## src/rtl/arb_rr4_sel.sv

```systemverilog
// Round-robin arbiter for four requesters that drives the enable/select inputs of a 2-to-4 decoder.
// Optional per-grant hold limit is enabled by defining ARB_TIMEOUT_EN.
module arb_rr4_sel #(
  parameter logic [1:0] RESET_PTR = 2'd3,
  parameter int         TIMEOUT   = 16
) (
  input  logic       clk,
  input  logic       rst,
  input  logic [3:0] req,
  input  logic       done,
  output logic       E,
  output logic [1:0] A,
  output logic       busy,
  output logic [7:0] gcnt
);

  localparam logic [0:0] IDLE  = 1'b0;
  localparam logic [0:0] GRANT = 1'b1;

  logic [0:0] state_q, state_d;
  logic [1:0] a_q, a_d;
  logic [1:0] ptr_q, ptr_d;
  logic [7:0] gcnt_q, gcnt_d;

  logic [1:0] cand [4];
  logic [3:0] hit;
  logic [1:0] pick_idx;
  logic       any_req;
  logic       tmo_hit;
  logic       release_grant;

  // cand[0] is the highest-priority slot: the requester just after the last grant.
  generate
    for (genvar gi = 0; gi < 4; gi++) begin : g_scan
      assign cand[gi] = ptr_q + 2'(gi + 1);
      assign hit[gi]  = req[cand[gi]];
    end
  endgenerate

  always_comb begin
    pick_idx = 2'd0;
    for (int k = 3; k >= 0; k--) begin
      if (hit[k]) pick_idx = cand[k];
    end
  end

  assign any_req = |req;

`ifdef ARB_TIMEOUT_EN
  logic [7:0] hold_q, hold_d;

  assign tmo_hit = (hold_q == 8'(TIMEOUT - 1));

  always_comb begin
    hold_d = hold_q;
    if (state_q == IDLE) begin
      if (any_req) hold_d = 8'd0;
    end else begin
      hold_d = hold_q + 8'd1;
    end
  end

  always_ff @(posedge clk) begin
    if (rst) hold_q <= 8'd0;
    else     hold_q <= hold_d;
  end
`else
  wire unused_timeout = ^8'(TIMEOUT);
  assign tmo_hit = 1'b0;
`endif

  assign release_grant = done | ~req[a_q] | tmo_hit;

  // A only moves on IDLE->GRANT, so the decoder never sees the select change while enabled.
  always_comb begin
    state_d = state_q;
    a_d     = a_q;
    ptr_d   = ptr_q;
    gcnt_d  = gcnt_q;
    case (state_q)
      IDLE: begin
        if (any_req) begin
          state_d = GRANT;
          a_d     = pick_idx;
          ptr_d   = pick_idx;
          gcnt_d  = gcnt_q + 8'd1;
        end
      end
      default: begin
        if (release_grant) state_d = IDLE;
      end
    endcase
  end

  always_ff @(posedge clk) begin
    if (rst) begin
      state_q <= IDLE;
      a_q     <= 2'd0;
      ptr_q   <= RESET_PTR;
      gcnt_q  <= 8'd0;
    end else begin
      state_q <= state_d;
      a_q     <= a_d;
      ptr_q   <= ptr_d;
      gcnt_q  <= gcnt_d;
    end
  end

  assign E    = (state_q == GRANT);
  assign busy = (state_q == GRANT);
  assign A    = a_q;
  assign gcnt = gcnt_q;

endmodule

```

## config.mk

```make
export PLATFORM = sky130hd
export DESIGN_NAME = arb_rr4_sel
export DESIGN_NICKNAME = d
export VERILOG_FILES = /design/src/rtl/arb_rr4_sel.sv
export SDC_FILE = /design/constraint.sdc
export NUM_CORES = 1
export LEC_CHECK = 0
export ABC_AREA = 1
export CAP_MARGIN = 20
export CORE_MARGIN = 4
export CORE_UTILIZATION = 50
export DETAILED_ROUTE_END_ITERATION = 10
export GPL_TIMING_DRIVEN = 1
export PLACE_DENSITY = 0.83
export SYNTH_ARGS = -nofsm -noshare
export SYNTH_HDL_FRONTEND = slang
export SYNTH_SLANG_ARGS = --single-unit
```

## constraint.sdc

```tcl
create_clock -name clk -period 3.5 [get_ports clk]
set_input_delay 0.7 -clock clk [delete_from_list [all_inputs] [get_ports clk]]
set_output_delay 0.7 -clock clk [all_outputs]
set_load 0.01 [all_outputs]
```

Word level (Yosys, flattened, before mapping) --
Cells that the tools add are included. W data, S select, Z words.
Word-level totals: register bits after elaboration 13, bits in latches 0, bits in writable memories 0, ROM bits 0, logic and storage cells 35, memories 0
Operators by class: add/subtract/negate cells 4, multiply operators 0, div/mod/pow operators 0, magnitude comparators 5, equality and inequality tests 0, shift operators 0, mux-type cells 17, bitwise logic cells 3, reduce and logical (&&, ||, !) cells 2
Operator list (count):
- $lt A2 B3 Y1 const B | 5
- $bmux W1 S2 | 5
- $add A8 B1 Y8 const B | 1
- $mux W1 | 8
- $mux W2 | 4
- $add A2 B2 Y2 const B | 2
- $reduce_or A4 Y1 | 1
- $add A2 B1 Y2 const B | 1
- $not A1 Y1 | 2
- $reduce_and A2 Y1 | 1
- $or A1 B1 Y1 | 1

Depth between registers and ports, before layout --
Gate-level depths: netlist of the first run.
depth after elaboration 6, mapped depth 10, depth with buffers taken out 10

Worst setup path before layout of the first run --
Ideal clock, no wire load.
path type input port to flip-flop, start in req[2], end reg gcnt_q[5], in the netlist gcnt[5], data arrival time 1464 ps, slack 1921 ps, stages 7, path buffers 0, path through inv_1 -> a31oi_4 -> nand2_1 -> nor2_1 -> nand3_1 -> nand2_1 -> nor2_1
On the way: longest elaborated chain between the ends 2
RTL lines:
- from (decl) | RTL line 9 | input logic [3:0] req,
- $reduce_or A4 Y1 | RTL line 47 | assign any_req = |req;
- $reduce_and A2 Y1 (no source line)
- to (signal assigned) | RTL line 105 | gcnt_q <= gcnt_d;
- to (decl) | RTL line 23 | logic [7:0] gcnt_q, gcnt_d;
Every way passes these cells. A chain may end at the register's enable or synchronous reset.

Final worst setup path of the first run --
start reg gcnt_q[4], in the netlist gcnt[4], end out gcnt[4]
RTL lines:
- to (decl) | RTL line 14 | output logic [7:0] gcnt
No word-level cell between the ends.

==> results.cfg, run 1 <==
[status]
status = finished clean

[timing]
max_freq_ghz = 0.497
rsz0062_at_grt = false
timing.final.ws_setup_ns = 1.49
hold_violations = 0
tns_ns = 0
layout_min_cycle_time_ns = 2.01
max_slew_margin_pct = 78.4
maxSlewViolCount = 0
tightest_slew_ns = 0.324
setup_violations = 0
fin_worst_skew_ns = 0.000531
fin_crit_sh_pct = 57.5

[routing]
wl_per_cell_um = 10.7
antenna_left = 0
drt_wl_total_um = 1620
num_vias = 771
drc = 0
vias_per_cell = 5.07
drtIter0Drc = 18
detail_route.first_pass.iterations = 4

[place]
gp_congestion = 0.817
placed_area_sq_um = 938
dp.cells = 148
dp.final_hpwl_um = 1270
port_buffers = 18
pre_cts_ws_ns = 1.30

[synth]
synth_nets = 126
syn-cell-area_sq_um = 762
synthCells = 118
netlist_top_cells_area = dfxtp_1 (34%), nand2_1 (21%), a21oi_1 (7.9%)
syn_area_per_cell_sq_um = 6.46
synth_cell_types = 22
yosysWarnings = 0
netlist.area_leader.share_pct = 34.2
yosys_register_bits = 13
synth_top_area_cell = dfxtp_1
seq_area_frac_synth_pct = 34.2

[layout]
nNetsFinal = 146
regArea_sq_um = 260
final_cell_mix = nand2_1 (43), clkdlybuf4s50_1 (18), dfxtp_1 (13), inv_1 (13), a21oi_1 (12)
layout-area-overhead-vs-synth_pct = 26.6
fillers = 112
n_antenna_cell = 0
multiInputGateArea_sq_um = 420
final_common_cell = nand2_1
final_cells = 152
drive_above_1_share_pct = 5.84
final_area_sq_um = 965
postLayoutCoreUtil_pct = 70.6

[power_and_ir_drop]
power_frac_clock_pct = 21.2
p_sw_mw = 0.172
powerDensity_nw_per_um2 = 472
power.share.sequential_pct = 42.1
pwr-share-comb_pct = 36.7
intPower_mw = 0.284
vdd_drop_max_v = 0.000355
p_leak_nw = 0.430
switching_share_pct = 37.7

[grt]
globalRouteOverflowTotal = 0
grt_pass1_wl_um = 2850
grt_pass1_vias = 689
antenna_found_initial = 0
grt_usage_pct = 18.9
grt_max_degree = 12

[min_path]
hold_class = flip-flop to flip-flop

[flow_run]
max-cap-violations = 0

[critical_path]
cp_slowest_cell = clkdlybuf4s50_1
path_cells = clkdlybuf4s50_1
r2r_setup_slack_ns = 2.06
worstSetupStartpointType = flip-flop
worstSetupPathType = flip-flop to output port
cp.required_ns = 2.80
endpoint_kind = output port
crit_buf_inv = 1
critPathTopFamily = buffers and inverters
cp_slowest_stage_delay_ns = 0.58
arrival_ns = 1.31
crit_fanout = 7

[die]
die_height_um = 47.0
rows = 13
die_w_um = 47.0
coreArea_sq_um = 1370
pin_count = 19
start_util_pct = 55.8
dieArea_sq_um = 2210

[cts]
clock_latency_ns = 0.28
ctsHoldBuffers = 0
clockRootBuffer = clkbuf_4
clock-sinks = 13
cts_made_buffers = 3
post_cts_buffers = 0
cts_buffer_depth = 2
clk_pin_slew_ns = 0.08
cts_tree = done
postCtsResizedCells = 0
h-tree-depth = 1
[metrics by stage]
stage                     power [mW]  hold WS, ns
after floorplan                0.313        0.496
after global placement         0.360        0.476
after detailed placement       0.362        0.484
after CTS                      0.459        0.495
after global routing           0.496        0.520
final                          0.455        0.502
[cell families after synthesis]
group / synth area share (%)
flip-flops: 34.2
adder cells (fa/ha/maj): 1.64
AND/OR/NAND/NOR: 35.8
buffers and inverters: 10.7
XOR/XNOR: 1.15
AO/OA/AOI/OAI: 16.6
[per-layer routing]
layer	share of wire, %	global-route usage, %	vias to the layer above
li1	-	-	416
met1	51	26.2	335
met2	42	25.5	15
met3	3.9	5.75	5
met4	3.1	11.6	0
met5	0	0	-
[flip-flops by register name, indices dropped and copies added (netlist names)]
register,flops
gcnt,8
A,2
ptr_q,2
E,1
[power groups by stage]
stage,Sequential (mW),Clock (mW),Combinational (mW)
2_1_floorplan,0.191,0,0.122
3_3_place_gp,0.195,0,0.165
3_5_place_dp,0.195,0,0.167
4_1_cts,0.192,0.0995,0.168
5_1_grt,0.197,0.108,0.190
6_report,0.192,0.0964,0.167
[cell usage after synthesis]
master and number:
inv_2 1, o21ai_0 6, nor3_1 1, ha_1 1, nand3_1 8, nand4_1 2, nor2_1 7, buf_4 1
inv_4 1, nand3_2 1, xnor2_1 1, dfxtp_1 13, a21oi_1 12, and3_1 1, inv_1 13, o21a_1 1
nor2_4 1, nand2_1 43, a31oi_4 1, buf_6 1, o211ai_1 1, clkbuf_1 1
[final cells by class]
cell class                      count  share of cell area (%)
Clock buffer                        4                    2.72
Inverter                           15                    6.10
Sequential cell                    13                    27.0
Timing Repair Buffer               18                    18.7
Tap cell                           15                    1.95
Multi-Input combinational cell     87                    43.6
[final timing paths]
| kind | from | depth (start not counted) | end |
|---|---|---|---|
| min | gcnt[2]$_SDFFE_PP0P_ | 2 | gcnt[2]$_SDFFE_PP0P_ |
| max reg2reg | ptr_q[0]$_SDFFE_PP1P_ | 10 | A[0]$_SDFFE_PP0P_ |
| max | gcnt[4]$_SDFFE_PP0P_ | 1 | gcnt[4] |
| min reg2reg | gcnt[2]$_SDFFE_PP0P_ | 2 | gcnt[2]$_SDFFE_PP0P_ |
Power figures use the tool's default switching activity.
==> inputs of run 2 (changes only) <==
--- a/config.mk
+++ b/config.mk
@@ -7,11 +7,12 @@
 export LEC_CHECK = 0
 export ABC_AREA = 1
 export CAP_MARGIN = 20
+export CORE_ASPECT_RATIO = 0.75
 export CORE_MARGIN = 4
-export CORE_UTILIZATION = 50
+export CORE_UTILIZATION = 42
 export DETAILED_ROUTE_END_ITERATION = 10
 export GPL_TIMING_DRIVEN = 1
-export PLACE_DENSITY = 0.83
+export PLACE_DENSITY = 0.75
 export SYNTH_ARGS = -nofsm -noshare
 export SYNTH_HDL_FRONTEND = slang
 export SYNTH_SLANG_ARGS = --single-unit
==> constraint.sdc (replaced) <==
create_clock -name clk -period 1.7 [get_ports clk]
set_input_delay 0.34 -clock clk [delete_from_list [all_inputs] [get_ports clk]]
set_output_delay 0.34 -clock clk [all_outputs]
set_load 0.01 [all_outputs]
==> results.cfg, run 2 (synthesis gave the netlist of run 1 again) <==
[cts]
clock-sinks = 13
clock_latency_ns = 0.28
cts_buffer_depth = 2
clk_pin_slew_ns = 0.08
cts_made_buffers = 3
postCtsResizedCells = 0
h-tree-depth = 1
post_cts_buffers = 0
ctsHoldBuffers = 0
clockRootBuffer = clkbuf_4
cts_tree = done

[critical_path]
crit_buf_inv = 1
worstSetupStartpointType = flip-flop
r2r-start = ptr_q[0]$_SDFFE_PP1P_
path_cells = clkdlybuf4s50_1
worstSetupPathType = flip-flop to output port
endpoint_kind = output port
cp_slowest_cell = clkdlybuf4s50_1
cp_slowest_stage_delay_ns = 0.57
critPathTopFamily = buffers and inverters
crit_fanout = 4
crit_start = E$_SDFF_PP0_
arrival_ns = 1.28
cp.required_ns = 1.36

[timing]
max_freq_ghz = 0.618
hold-worst-slack_ns = 0.502
max_slew_margin_pct = 77.6
timing.final.ws_setup_ns = 0.0812
rsz0062_at_grt = false
layout_min_cycle_time_ns = 1.62
tightest_slew_ns = 0.336
tns_ns = 0
fin_worst_skew_ns = 0.00301
setup_violations = 0
maxSlewViolCount = 0
hold_violations = 0
fin_crit_sh_pct = 95.2

[power_and_ir_drop]
vdd_drop_max_v = 0.000498
p_leak_nw = 0.464
power.total_mw = 0.971
powerDensity_nw_per_um2 = 945

[die]
start_util_pct = 44.2
pin_count = 19
die_height_um = 44.9
coreArea_sq_um = 1720
rows = 13
die_w_um = 57.2
dieArea_sq_um = 2570

[grt]
antenna_found_initial = 0
grt_pass1_wl_um = 3070
grt_pass1_vias = 718
grt_max_degree = 12
grt_usage_pct = 15.6
globalRouteOverflowTotal = 0

[min_path]
hold_class = flip-flop to flip-flop
hold_path.startpoint = gcnt[2]$_SDFFE_PP0P_

[routing]
wl_met1_um = 850
detail_route.first_pass.iterations = 4
vias_per_cell = 5.01
met3_length_um = 202
num_vias = 831
wl_per_cell_um = 10.9
dr_wl_met2_um = 749
drtIter0Drc = 20
top_layer_used = met4
drt_wl_total_um = 1820
drc = 0
antenna_left = 0

[place]
placed_area_sq_um = 1000
pre_cts_ws_ns = -0.0696
port_buffers = 18
gp_congestion = 0.867
dp.final_hpwl_um = 1420
dp.cells = 162

[layout]
drive_above_1_share_pct = 11.1
final_common_cell = nand2_1
final_cell_mix = nand2_1 (43), clkdlybuf4s50_1 (18), inv_1 (13), dfxtp_1 (12), a21oi_1 (12)
final_cells = 166
final_area_sq_um = 1030
nNetsFinal = 153
largest_register_ffs = 8
layout-area-overhead-vs-synth_pct = 34.8
postLayoutCoreUtil_pct = 59.6
n_antenna_cell = 0

[status]
status = finished clean

[flow_run]
max-cap-violations = 0
run 2: layout make-up:
class | instances | area (sq um)
fill | 166 | 697
inverter | 15 | 58.8
multi-input combinational | 87 | 420
timing repair buffer | 25 | 233
sequential | 13 | 262
tap | 22 | 27.5
clock buffer | 4 | 26.3
run 2: final timing paths:
path | endpoint | slack, ns | depth (start not counted)
worst max-delay path | E | 0.08 | 1
worst min-delay path | gcnt[2]$_SDFFE_PP0P_ | 0.50 | 2
worst max register to register | A[0]$_SDFFE_PP0P_ | 0.22 | 10
worst min register to register | gcnt[2]$_SDFFE_PP0P_ | 0.50 | 2
run 2: power by group:
group	internal, mW	switching (mW)
Clock	0.0910	0.101
Sequential	0.342	0.0575
Combinational	0.174	0.205
run 2: worst min-delay path, stage by stage, from the launching register on:
cell and delay (ns):
dfxtp_1 0.35, inv_1 0.06, a21oi_1 0.05
run 2: layer usage:
metal  up-vias  GRT usage, %
met2        31          25.1
met5         -             0
li1        434             -
met3         2          8.00
met1       364          19.3
met4         0          2.31
==> inputs of run 3 (changes only) <==
--- a/config.mk
+++ b/config.mk
@@ -7,12 +7,15 @@
 export LEC_CHECK = 0
 export ABC_AREA = 1
 export CAP_MARGIN = 20
+export CELL_PAD_IN_SITES_DETAIL_PLACEMENT = 0
+export CELL_PAD_IN_SITES_GLOBAL_PLACEMENT = 2
 export CORE_ASPECT_RATIO = 0.75
 export CORE_MARGIN = 4
-export CORE_UTILIZATION = 42
+export CORE_UTILIZATION = 22
 export DETAILED_ROUTE_END_ITERATION = 10
 export GPL_TIMING_DRIVEN = 1
-export PLACE_DENSITY = 0.75
+export PLACE_DENSITY = 0.74
 export SYNTH_ARGS = -nofsm -noshare
 export SYNTH_HDL_FRONTEND = slang
 export SYNTH_SLANG_ARGS = --single-unit
+export TNS_END_PERCENT = 30
==> results.cfg, run 3 (synthesis gave the netlist of run 1 again) <==
[layout]
final_common_cell = nand2_1
final_cell_mix = nand2_1 (43), clkdlybuf4s50_1 (18), inv_1 (13), dfxtp_1 (12), a21oi_1 (12)
fillers = 362
largest_register_ffs = 8
regArea_sq_um = 262
layout-area-overhead-vs-synth_pct = 41.4
final_cells = 185
multiInputGateArea_sq_um = 420
nNetsFinal = 154
drive_above_1_share_pct = 12.4
n_antenna_cell = 0

[routing]
detail_route.first_pass.iterations = 4
antenna_left = 0
vias_per_cell = 4.26
drc = 0
num_vias = 789
drt_wl_total_um = 1940
drtIter0Drc = 23
wl_per_cell_um = 10.5

[status]
status = finished clean

[critical_path]
cp_slowest_stage_delay_ns = 0.58
worstSetupPathType = flip-flop to output port
cp.required_ns = 1.36
endpoint_kind = output port
worstSetupStartpointType = flip-flop
cp_slowest_cell = clkdlybuf4s50_1
crit_fanout = 7
crit_buf_inv = 1
path_cells = clkdlybuf4s50_1
arrival_ns = 1.27
critPathTopFamily = buffers and inverters

[timing]
max_freq_ghz = 0.622
fin_worst_skew_ns = 0.00601
max_slew_margin_pct = 84.3
tns_ns = 0
hold_violations = 0
layout_min_cycle_time_ns = 1.61
tightest_slew_ns = 0.234
setup_violations = 0
fin_crit_sh_pct = 94.6
rsz0062_at_grt = false
maxSlewViolCount = 0

[power_and_ir_drop]
vdd_drop_max_v = 0.000305
powerDensity_nw_per_um2 = 989
p_leak_nw = 0.478

[flow_run]
max-cap-violations = 0

[cts]
clk_pin_slew_ns = 0.06
post_cts_buffers = 0
clock_latency_ns = 0.25
ctsHoldBuffers = 0
clockRootBuffer = clkbuf_8
clock-sinks = 13
cts_buffer_depth = 2
cts_made_buffers = 3
cts_tree = done
h-tree-depth = 1

[die]
dieArea_sq_um = 4480
rows = 18
die_w_um = 76.0
coreArea_sq_um = 3310
start_util_pct = 23.0
pin_count = 19
die_height_um = 59.0

[grt]
antenna_found_initial = 0
grt_pass1_vias = 757
grt_pass1_wl_um = 3380
globalRouteOverflowTotal = 0
grt_max_degree = 12
grt_usage_pct = 9.08

[place]
dp.cells = 181
port_buffers = 18
gp_congestion = 0.784
dp.final_hpwl_um = 1530

[min_path]
hold_class = flip-flop to flip-flop
[run 3: cell count changes in the layout (fill, tap and decap cells not counted), sizes merged]
cell	delta
clkbuf	-1
buf	+1
clkinv	+1
[run 3: per-stage QoR]
step	power, mW	util, %	instance area [sq um]	hold slack [ns]	worst slack [ns]
6_report	1.07	32.5	1080	0.496	0.0913
5_1_grt	1.15	32.5	1080	0.516	0.0113
4_1_cts	1.07	32.5	1080	0.502	0.0848
3_5_place_dp	0.787	31.1	1030	0.481	-0.0898
3_3_place_gp	0.791	31.1	1030	0.479	-0.0794
2_1_floorplan	0.645	-	762	0.496	0.481
[run 3: cell type report]
class,instances,area share (%)
Multi-Input combinational cell,87,39.0
Clock buffer,3,3.83
Clock inverter,1,0.465
Inverter,15,5.46
Timing Repair Buffer,26,22.3
Sequential cell,13,24.3
Tap cell,40,4.65
[run 3: path summary, 6_finish.rpt]
path | start | to | slack (ns) | cells after the start
worst max register to register | ptr_q[0]$_SDFFE_PP1P_ | A[0]$_SDFFE_PP0P_ | 0.36 | 10
worst max-delay path | gcnt[4]$_SDFFE_PP0P_ | gcnt[4] | 0.09 | 1
worst min-delay path | gcnt[7]$_SDFFE_PP0P_ | gcnt[7]$_SDFFE_PP0P_ | 0.50 | 2
worst min register to register | gcnt[7]$_SDFFE_PP0P_ | gcnt[7]$_SDFFE_PP0P_ | 0.50 | 2
[run 3: repair_timing]
item,CTS,global route
gates resized for setup,0,2
hold endpoints to repair,0,0
setup endpoints to repair,0,1
[run 3: layer usage]
layer | track usage (%) | up-vias | part of all wire [%]
li1 | - | 433 | -
met1 | 13.3 | 339 | 56
met2 | 13.2 | 17 | 39
met3 | 2.75 | 0 | 4.5
met4 | 1.52 | 0 | 0
met5 | 0 | - | 0
[run 3: where the power goes]
part | switching [mW] | total (mW) | internal, mW
Combinational | 0.207 | 0.381 | 0.174
Clock | 0.117 | 0.279 | 0.162
Sequential | 0.0609 | 0.405 | 0.344
Total | 0.385 | 1.07 | 0.681
